$ cat src/rtl/pacman_pkg.sv
// Shared definitions for the pac-man game blocks: game state encoding,
// screen geometry, default sprite size and coordinate width.
package pacman_pkg;

  localparam int unsigned SCREEN_W    = 640;
  localparam int unsigned SCREEN_H    = 480;
  localparam int unsigned SPRITE_SIZE = 16;
  localparam int unsigned COORD_W     = 10;

  typedef logic [COORD_W-1:0] coord_t;

  typedef enum logic [2:0] {
    IDLE,
    RESPAWN,
    PLAY,
    FREEZE,
    GAME_OVER
  } state_t;

  // Absolute difference of two screen coordinates, taken in COORD_W+1 bit
  // signed arithmetic so that no wrap can occur.
  function automatic logic [COORD_W:0] abs_diff(input coord_t a, input coord_t b);
    logic signed [COORD_W:0] d;
    d = $signed({1'b0, a}) - $signed({1'b0, b});
    if (d[COORD_W]) d = -d;
    return $unsigned(d);
  endfunction

endpackage

$ cat src/rtl/collision_manager_if.sv
// Bundle of the collision manager's position inputs and HUD/mover outputs.
// master: the side producing frame_tick, game_start and positions.
// slave:  the collision manager itself.
interface collision_manager_if
  import pacman_pkg::*;
#(
  parameter int unsigned NUM_GHOSTS = 4
) ();

  logic                          frame_tick;
  logic                          game_start;
  coord_t                        pac_x;
  coord_t                        pac_y;
  logic [NUM_GHOSTS*COORD_W-1:0] ghost_x;
  logic [NUM_GHOSTS*COORD_W-1:0] ghost_y;
  logic                          soft_reset;
  logic                          freeze;
  logic [3:0]                    lives;
  logic                          game_over;
  logic [NUM_GHOSTS-1:0]         hit_mask;
  logic                          invuln;

  modport master (
    output frame_tick, game_start, pac_x, pac_y, ghost_x, ghost_y,
    input  soft_reset, freeze, lives, game_over, hit_mask, invuln
  );

  modport slave (
    input  frame_tick, game_start, pac_x, pac_y, ghost_x, ghost_y,
    output soft_reset, freeze, lives, game_over, hit_mask, invuln
  );

endinterface

$ cat src/rtl/collision_manager_box_overlap.sv
// Combinational bounding-box overlap test between two square sprites of
// edge SIZE. Boxes that merely touch (difference == SIZE) do not overlap.
module box_overlap
  import pacman_pkg::*;
#(
  parameter int unsigned SIZE = SPRITE_SIZE
) (
  input  coord_t ax,
  input  coord_t ay,
  input  coord_t bx,
  input  coord_t by,
  output logic   overlap
);

  localparam logic [COORD_W:0] SIZE_W = SIZE[COORD_W:0];

  logic [COORD_W:0] dx;
  logic [COORD_W:0] dy;

  // Per-axis distance compared strictly against the sprite size.
  always_comb begin
    dx      = abs_diff(ax, bx);
    dy      = abs_diff(ay, by);
    overlap = (dx < SIZE_W) && (dy < SIZE_W);
  end

endmodule

$ cat src/rtl/collision_manager.sv
// Pac-man vs. ghost collision detection and life/respawn state machine.
// Acts on overlaps only on frame_tick while in PLAY; drives soft_reset,
// freeze, lives, game_over, hit_mask and invuln (all registered).
// Optional feature macro: PACMAN_INVULN_EN (post-respawn immunity counter).
module collision_manager
  import pacman_pkg::*;
#(
  parameter int unsigned SIZE          = SPRITE_SIZE,
  parameter int unsigned NUM_GHOSTS    = 4,
  parameter int unsigned LIVES_INIT    = 3,
  parameter int unsigned FREEZE_FRAMES = 60,
  parameter int unsigned INVULN_FRAMES = 120
) (
  input logic                clk,
  input logic                rst,
  collision_manager_if.slave bus
);

  localparam int unsigned CNT_W = (FREEZE_FRAMES > 1) ? $clog2(FREEZE_FRAMES + 1) : 1;
  localparam logic [CNT_W-1:0] FRZ_LAST = CNT_W'(FREEZE_FRAMES - 1);

  state_t                state;
  logic [CNT_W-1:0]      frame_cnt;
  logic [NUM_GHOSTS-1:0] overlap;
  logic                  hit;
  logic                  inv_q;

  logic                  soft_reset_q;
  logic                  freeze_q;
  logic [3:0]            lives_q;
  logic                  game_over_q;
  logic [NUM_GHOSTS-1:0] hit_mask_q;

  for (genvar g = 0; g < NUM_GHOSTS; g++) begin : g_ghost
    box_overlap #(.SIZE(SIZE)) u_box (
      .ax      (bus.pac_x),
      .ay      (bus.pac_y),
      .bx      (bus.ghost_x[g*COORD_W +: COORD_W]),
      .by      (bus.ghost_y[g*COORD_W +: COORD_W]),
      .overlap (overlap[g])
    );
  end

  // A hit needs a frame tick, at least one overlapping ghost, and no immunity.
  always_comb begin
    hit = bus.frame_tick && (|overlap) && !inv_q;
  end

  // Life/respawn state machine; outputs are updated together with the state
  // so that they are a registered view of the state being entered.
  always_ff @(posedge clk or negedge rst) begin
    if (!rst) begin
      state        <= IDLE;
      frame_cnt    <= '0;
      soft_reset_q <= 1'b0;
      freeze_q     <= 1'b1;
      lives_q      <= '0;
      game_over_q  <= 1'b0;
      hit_mask_q   <= '0;
    end else begin
      soft_reset_q <= 1'b0;
      case (state)
        IDLE, GAME_OVER: begin
          if (bus.game_start) begin
            state        <= RESPAWN;
            lives_q      <= LIVES_INIT[3:0];
            hit_mask_q   <= '0;
            frame_cnt    <= '0;
            soft_reset_q <= 1'b1;
            freeze_q     <= 1'b1;
            game_over_q  <= 1'b0;
          end
        end
        RESPAWN: begin
          state    <= PLAY;
          freeze_q <= 1'b0;
        end
        PLAY: begin
          if (hit) begin
            hit_mask_q <= overlap;
            if (lives_q != '0) lives_q <= lives_q - 1'b1;
            frame_cnt  <= '0;
            state      <= FREEZE;
            freeze_q   <= 1'b1;
          end
        end
        FREEZE: begin
          if (bus.frame_tick) begin
            if (frame_cnt == FRZ_LAST) begin
              frame_cnt <= '0;
              if (lives_q == '0) begin
                state       <= GAME_OVER;
                game_over_q <= 1'b1;
              end else begin
                state        <= RESPAWN;
                soft_reset_q <= 1'b1;
              end
            end else begin
              frame_cnt <= frame_cnt + 1'b1;
            end
          end
        end
        default: begin
          state    <= IDLE;
          freeze_q <= 1'b1;
        end
      endcase
    end
  end

`ifdef PACMAN_INVULN_EN
  localparam int unsigned INV_W = (INVULN_FRAMES > 1) ? $clog2(INVULN_FRAMES + 1) : 1;

  logic [INV_W-1:0] inv_cnt;

  // Immunity window: loaded when leaving RESPAWN, counts PLAY frame ticks;
  // invuln drops on the same edge the counter reaches zero.
  always_ff @(posedge clk or negedge rst) begin
    if (!rst) begin
      inv_cnt <= '0;
      inv_q   <= 1'b0;
    end else if (state == RESPAWN) begin
      inv_cnt <= INV_W'(INVULN_FRAMES);
      inv_q   <= (INVULN_FRAMES != 0);
    end else if (state == IDLE || state == GAME_OVER) begin
      inv_cnt <= '0;
      inv_q   <= 1'b0;
    end else if (state == PLAY && bus.frame_tick && inv_cnt != '0) begin
      inv_cnt <= inv_cnt - 1'b1;
      if (inv_cnt == INV_W'(1)) inv_q <= 1'b0;
    end
  end
`else
  logic unused_invuln_cfg;
  assign unused_invuln_cfg = ^INVULN_FRAMES;
  assign inv_q             = 1'b0;
`endif

  assign bus.soft_reset = soft_reset_q;
  assign bus.freeze     = freeze_q;
  assign bus.lives      = lives_q;
  assign bus.game_over  = game_over_q;
  assign bus.hit_mask   = hit_mask_q;
  assign bus.invuln     = inv_q;

endmodule
$ cat src/flat_wrapper.sv
// flat-port wrapper written by rule: the top's interface ports become plain ports
module collision_manager_flat import pacman_pkg::*;
#(
  parameter int unsigned SIZE          = SPRITE_SIZE,
  parameter int unsigned NUM_GHOSTS    = 4,
  parameter int unsigned LIVES_INIT    = 3,
  parameter int unsigned FREEZE_FRAMES = 60,
  parameter int unsigned INVULN_FRAMES = 120
)
  (clk, rst, bus_frame_tick, bus_game_start, bus_pac_x, bus_pac_y, bus_ghost_x, bus_ghost_y, bus_soft_reset, bus_freeze, bus_lives, bus_game_over, bus_hit_mask, bus_invuln);
  collision_manager_if #(.NUM_GHOSTS(NUM_GHOSTS)) bus_i ();
  input logic clk;
  input logic rst;
  input wire logic [$bits(bus_i.frame_tick)-1:0] bus_frame_tick;
  input wire logic [$bits(bus_i.game_start)-1:0] bus_game_start;
  input wire logic [$bits(bus_i.pac_x)-1:0] bus_pac_x;
  input wire logic [$bits(bus_i.pac_y)-1:0] bus_pac_y;
  input wire logic [$bits(bus_i.ghost_x)-1:0] bus_ghost_x;
  input wire logic [$bits(bus_i.ghost_y)-1:0] bus_ghost_y;
  output wire logic [$bits(bus_i.soft_reset)-1:0] bus_soft_reset;
  output wire logic [$bits(bus_i.freeze)-1:0] bus_freeze;
  output wire logic [$bits(bus_i.lives)-1:0] bus_lives;
  output wire logic [$bits(bus_i.game_over)-1:0] bus_game_over;
  output wire logic [$bits(bus_i.hit_mask)-1:0] bus_hit_mask;
  output wire logic [$bits(bus_i.invuln)-1:0] bus_invuln;
  assign bus_i.frame_tick = bus_frame_tick;
  assign bus_i.game_start = bus_game_start;
  assign bus_i.pac_x = bus_pac_x;
  assign bus_i.pac_y = bus_pac_y;
  assign bus_i.ghost_x = bus_ghost_x;
  assign bus_i.ghost_y = bus_ghost_y;
  assign bus_soft_reset = bus_i.soft_reset;
  assign bus_freeze = bus_i.freeze;
  assign bus_lives = bus_i.lives;
  assign bus_game_over = bus_i.game_over;
  assign bus_hit_mask = bus_i.hit_mask;
  assign bus_invuln = bus_i.invuln;
  collision_manager #(.SIZE(SIZE), .NUM_GHOSTS(NUM_GHOSTS), .LIVES_INIT(LIVES_INIT), .FREEZE_FRAMES(FREEZE_FRAMES), .INVULN_FRAMES(INVULN_FRAMES)) u_core (.clk(clk), .rst(rst), .bus(bus_i));
endmodule
$ cat config.mk
export PLATFORM = sky130hd
export DESIGN_NAME = collision_manager_flat
export DESIGN_NICKNAME = d
export VERILOG_FILES = /design/src/rtl/pacman_pkg.sv /design/src/rtl/collision_manager_if.sv /design/src/rtl/collision_manager_box_overlap.sv /design/src/rtl/collision_manager.sv /design/src/flat_wrapper.sv
export SDC_FILE = /design/constraint.sdc
export NUM_CORES = 1
export LEC_CHECK = 0
export CAP_MARGIN = 15
export CORE_MARGIN = 4
export CORE_UTILIZATION = 29
export DETAILED_ROUTE_END_ITERATION = 10
export PLACE_DENSITY = 0.49
export SKIP_LAST_GASP = 1
export SLEW_MARGIN = 10
export SYNTH_ARGS = -nofsm -noshare
export SYNTH_HDL_FRONTEND = slang
export SYNTH_SLANG_ARGS = --single-unit
$ cat constraint.sdc
create_clock -name clk -period 3 [get_ports clk]
set_clock_uncertainty 0.2 [all_clocks]
set_input_delay 0.75 -clock clk [delete_from_list [all_inputs] [get_ports clk]]
set_output_delay 0.75 -clock clk [all_outputs]
set_load 0.02 [all_outputs]
* Yosys cells after proc, flatten, opt, wreduce, memory -nomap -nowiden *
Index checks and enable logic that the tools add are counted.
Widths: inputs -> output; s select.

word-level totals
  register bits = 20

operators by class
  bitwise logic cells = 1
  muxes and demuxes = 39
  $add $sub $neg = 18
  magnitude comparators = 8
  equality and inequality tests = 11
  reductions and logical operators = 19

operators with widths
  operator             number
  $lt 11x5->1 const B  8
  $mux 11              8
  $neg 11->11          8
  $sub 10x10->11       8
  $mux 6               4
  $mux 4               5
  $pmux 6 s3           1
  $pmux 4 s2           2
  $mux 3               5
  $pmux 3 s4           1
  $reduce_and 4->1     3
  $mux 1               10
  $ne 2x1->1 const B   4
  $add 6x1->6 const B  1
  $eq 3x2->1 const B   2
  $eq 6x6->1 const B   1
  $reduce_and 3->1     2
  $logic_and 1x1->1    5
  $reduce_and 5->1     1
  $logic_not 4->1      1
  $ne 2x2->1 const B   2
  $pmux 1 s2           2
  $pmux 1 s4           1
  $reduce_bool 2->1    2
  9 further kinds      9

* Depth between registers and ports, before layout *
  depth after elaboration = 9
  mapped depth = 14

* Hierarchy *
A second synthesis with hierarchy kept.

unflattened totals
  cells, all modules = 974
  area total of the unflattened synthesis = 7125.6 sq um

by module, submodules not included
  module             cells an instance  seq. area each (sq um)  area each (sq um)  times used
  box_overlap        217                0.0                     1511.4             4
  collision_manager  106                501.7                   1079.8             1

* Worst setup path before layout *
OpenSTA, ideal clock, no wires.

  path kind = input to register
  start = input port bus_pac_x[0]
  end = register u_core.frame_cnt[5]
  data required time = 2676 ps
  setup time = 124 ps
  setup slack = -1194 ps
  arrival = 3870 ps
  stages on the path = 14
  cells stage by stage = inv_1 -> ha_1 -> inv_1 -> fa_1 -> a21oi_2 -> o2111ai_2 -> a21o_2 -> a21o_1 -> xnor2_1 -> or4b_1 -> a2111o_1 -> o2111ai_2 -> a211oi_2 -> a211o_1

on the way
  word-level cells in the longest chain between the ends = 9

ends and longest elaborated chain
  element                              line                                 source
  start: declaration                   flat_wrapper.sv:16                   input wire logic [$bits(bus_i.pac_x)-1:0] bus_pac_x;
  $sub 10x10->11                       pacman_pkg.sv:24                     d = $signed({1'b0, a}) - $signed({1'b0, b});
  $neg 11->11                          pacman_pkg.sv:25                     if (d[COORD_W]) d = -d;
  $mux 11                              pacman_pkg.sv:25
  $lt 11x5->1                          collision_manager_box_overlap.sv:24  overlap = (dx < SIZE_W) && (dy < SIZE_W);
  $logic_and 1x1->1                    collision_manager_box_overlap.sv:24
  $reduce_or 4->1 *                    collision_manager.sv:46              hit = bus.frame_tick && (|overlap) && !inv_q;
  $logic_and 1x1->1 *                  collision_manager.sv:46
  $ne 2x1->1 (no source line) *        n/a
  $reduce_and 4->1 (no source line) *  n/a
  end signal: assignment               collision_manager.sv:99              frame_cnt <= frame_cnt + 1'b1;
  end: declaration                     collision_manager.sv:23              logic [CNT_W-1:0] frame_cnt;

Mark *: on every way between the ends. The rest lies on a longest branch, timed or not.
A chain may end at the register's enable or synchronous reset.

* Final worst setup path *
  start = input port bus_ghost_y[39]
  end = register u_core.frame_cnt[2]

on the way
  word-level cells in the longest chain between the ends = 9

ends and longest elaborated chain
  element                              line                                 source
  start: declaration                   flat_wrapper.sv:19                   input wire logic [$bits(bus_i.ghost_y)-1:0] bus_ghost_y;
  $sub 10x10->11 *                     pacman_pkg.sv:24
  $neg 11->11                          pacman_pkg.sv:25
  $mux 11 *                            pacman_pkg.sv:25
  $lt 11x5->1 *                        collision_manager_box_overlap.sv:24
  $logic_and 1x1->1 *                  collision_manager_box_overlap.sv:24
  $reduce_or 4->1 *                    collision_manager.sv:46
  $logic_and 1x1->1 *                  collision_manager.sv:46
  $ne 2x1->1 (no source line) *        n/a
  $reduce_and 4->1 (no source line) *  n/a

Marked as above.

==> impl_metrics.yaml <==
run_status:
  result_of_the_run: "finished with violations"
  failed_checks: "negative setup slack"
clocking:
  cts_tree: "done"
  cts_htree_levels: 1
  worst_setup_hold_path_clk_slew_ns: 0.06
  clock_sink_count: 20
  cts_buf_count: 3
  clock_insertion_delay_worst_skew_ns: 0.25
  cts_root_buf: "sky130_fd_sc_hd__clkbuf_16"
  clk_path_buf_depth: 2
grt:
  maximum_number_of_pins_on_one_net_before_global_route_repair: 21
  first_global_vias: 6666
  grt_overflow_total: 0
  antenna_found_initial: 1
  grt_first_pass_wirelength_um: 30760
  globalRouteTotalUtil_pct: 16.25
route:
  vias: 6751
  post-route-drc-count: 0
  final_antenna_net_count: 0
  avgViaCountPerCell: 4.860
  drt-initial-drc-count: 169
  postRouteWirelength_um: 18810
  wl_per_cell_um: 13.54
  drt-pass1-iter-count: 4
floorplan:
  design.die.area_um2: 22270
  boundaryPins: 116
  initial_core_util_pct: 29.62
  die_h_um: 149.2
  die_x_um: 149.2
  core-area_um2: 19530
  std_cell_rows: 51
yosys:
  sequential_share_of_the_synthesized_area_pct: 8.676
  syn_avg_cell_area_um2: 7.395
  syn_area_um2: 5783
  synth_warnings: 0
  yosys_most_used_dff: "sky130_fd_sc_hd__dfrtp_1"
  synthesized_instance_count: 782
  postSynthNetCount: 977
  postSynthRegisterBits: 20
  yosys.cell_types.count: 81
  synth_edf_count: 0
  asyncSetResetFlopFracSynth_pct: 100.0
sta:
  final-setup-viol-count: 16
  achievable-frequency_mhz: 241.4
  finalWorstSetupSlack_ns: -1.142
  timing.final.crit_share_pct: 138.1
  max_slew.worst_pin.slew_ns: 0.5478
  fin_setup_tns_ns: -16.66
  slew-limit-headroom_pct: 63.20
  final-max-slew-violation-count: 0
  rsz_0062_raised_after_global_routing: "yes"
  hold_violations: 0
  timing.final.crit_period_ns: 4.142
placed_design:
  gp_routability_congestion: 0.7971
  postPlaceCellArea_um2: 8881
  placement.io_buffers: 114
  dpl.hpwl_um: 15710
worst_setup_path:
  slowest_stage: "sky130_fd_sc_hd__clkdlybuf4s50_1"
  critPathMaxFanout: 5
  timing.critical_path.cells: "clkdlybuf4s50_1 > inv_1 > ha_4 > buf_4 > nor3_1 > or3b_1 > or3b_4 > or3_4 > mux2i_2 > buf_4 > nand4_1 > o2111ai_4 > a211oi_4 > a211o_1"
  critical_path.most_common_cell: "sky130_fd_sc_hd__buf_4"
  cp-end-kind: "flop"
  cp_num_buf_inv: 4
  critical-path-max-stage-delay_ns: 0.45
  nature_of_the_critical_path_startpoint: "input pin"
  critical_path.top_delay_family: "simple AND/OR/NAND/NOR gates"
  arrival_ns: 4.08
  worst_ep_required_time_ns: 2.94
  criticalPathCategory: "input pin to flop"
power_and_ir_drop:
  power.leakage_nw: 4.816
  power.density_cell_area_nw_per_um2: 306.7
  worst_supply_voltage_drop_on_vdd_mv: 0.2803
hold_path:
  holdCritPathClass: "flop to flop"
cells_and_area:
  layout.core_utilization_pct: 50.23
  drive_above_1_share_pct: 33.21
  layout.filler_cells: 1949
  finish.net_count: 1319
  flow.area_growth_from_synthesis_pct: 69.60
  fin_area_um2: 9808
job:
  drv_cap: 0
cell type report:
| class | instances | area (µm²) | share of cell area [%] |
|---|---|---|---|
| multi-input cells | 639 | 5469 | 55.76 |
| inverters | 109 | 425.4 | 4.337 |
| repair buffers | 351 | 2989 | 30.48 |
| flip-flops and latches | 20 | 501.7 | 5.115 |
| diodes | 1 | 2.502 | 0.02551 |
| well taps | 265 | 331.6 | 3.381 |
| clock buffers | 4 | 88.84 | 0.9057 |
state kept, by name, indices dropped and copies added, names as in the netlist:
register,count
u_core.bus.freeze,1
u_core.bus.game_over,1
u_core.bus.hit_mask,4
u_core.bus.lives,4
u_core.bus.soft_reset,1
u_core.frame_cnt,6
u_core.state,3
synthesized netlist by cell type (all sizes together) (10+ instances only):
| cell | n | area share (%) |
|---|---|---|
| o21ai | 39 | 3.4 |
| dfrtp | 19 | 8.2 |
| inv | 109 | 7.1 |
| nor2 | 47 | 3.1 |
| nand2 | 41 | 2.7 |
| nand3 | 23 | 2.0 |
| o2111ai | 10 | 1.7 |
| a21o | 28 | 3.7 |
| xnor2 | 18 | 2.7 |
| nand4 | 14 | 1.5 |
| mux2i | 10 | 1.7 |
| nor2b | 20 | 2.2 |
| and3 | 11 | 1.2 |
| ha | 83 | 18 |
| nor3 | 25 | 2.2 |
| xor2 | 24 | 3.6 |
| a31oi | 12 | 1.3 |
| a21oi | 57 | 5.0 |
| or3 | 10 | 1.1 |
metal layers:
layer	part of all wire [%]	GRT usage (%)	vias up
met5	0	0	-
met4	0.97	1.556	0
met3	2.5	1.428	8
met2	47	28.40	94
met1	49	22.59	3060
li1	-	-	3589
cells by family after synthesis:
logic type / synth area share [%]
flip-flops: 8.676
XOR/XNOR: 6.361
AND/OR/NAND/NOR: 22.52
buffers and inverters: 8.395
adder cells (fa/ha/maj): 20.73
multiplexers: 2.704
other: 0.06484
AO/OA/AOI/OAI: 30.55
final timing paths:
| path | start | to | slack [ns] | cells past startpoint |
|---|---|---|---|---|
| max in group asynchronous | rst | u_core.bus.freeze | 1.69 | 2 |
| hold / removal | u_core.bus.game_over | u_core.bus.game_over | 0.30 | 2 |
| setup / recovery | bus_ghost_y[39] | u_core.frame_cnt[2] | -1.14 | 14 |
| hold reg to reg | u_core.bus.game_over | u_core.bus.game_over | 0.30 | 2 |
| min in group asynchronous | rst | u_core.bus.hit_mask[1] | 0.64 | 2 |
| setup reg to reg | u_core.frame_cnt[0] | u_core.bus.game_over | 0.96 | 7 |
placed cells by master (no fill, tap or decap), drive strengths merged, types with 19 or more instances in the layout:
cell type,n
buf,238
inv,109
ha,83
clkdlybuf4s50,82
a21oi,57
nor2,47
nand2,41
o21ai,39
a21o,28
nor3,25
xor2,24
nand3,23
dlymetal6s2s,22
nor2b,20
dfrtp,19
worst register-to-register path, cell delays in order, from the launching register on:
cell,delay (ns)
sky130_fd_sc_hd__dfrtp_1,0.39
sky130_fd_sc_hd__ha_1,0.24
sky130_fd_sc_hd__nand2_1,0.07
sky130_fd_sc_hd__nor3_1,0.43
sky130_fd_sc_hd__nand2_1,0.21
sky130_fd_sc_hd__nor2_1,0.25
sky130_fd_sc_hd__a21oi_1,0.10
sky130_fd_sc_hd__nor2_1,0.09
what timing repair did:
| action | 4_1_cts | 5_1_grt |
|---|---|---|
| endpoints found under the setup margin | 16 | 16 |
| pin swaps | 27 | 71 |
| hold buffers | 0 | 0 |
| setup buffers | 7 | 9 |
| resized for setup | 57 | 116 |
power by group:
part           internal (W)  switching [W]  total [W]  leakage, nW
Combinational       0.00118        0.00107    0.00225         4.54
Sequential         0.000362      0.0000950   0.000457        0.235
Clock              0.000203       0.000102   0.000305       0.0442
Total               0.00174        0.00126    0.00301         4.82
through the flow:
step	total power [W]	hold WS (ns)	instances	worst slack (ns)
final	0.003008	0.3048	1389	-1.142
after global routing	0.003294	0.3548	1389	-1.272
after CTS	0.002863	0.3097	1380	-1.226
after detailed placement	0.002487	0.2963	1369	-1.804
after global placement	0.002481	0.2939	1369	-1.755
after floorplan	0.001627	0.2544	782	-0.9801
Power figures use the tool's default switching activity.
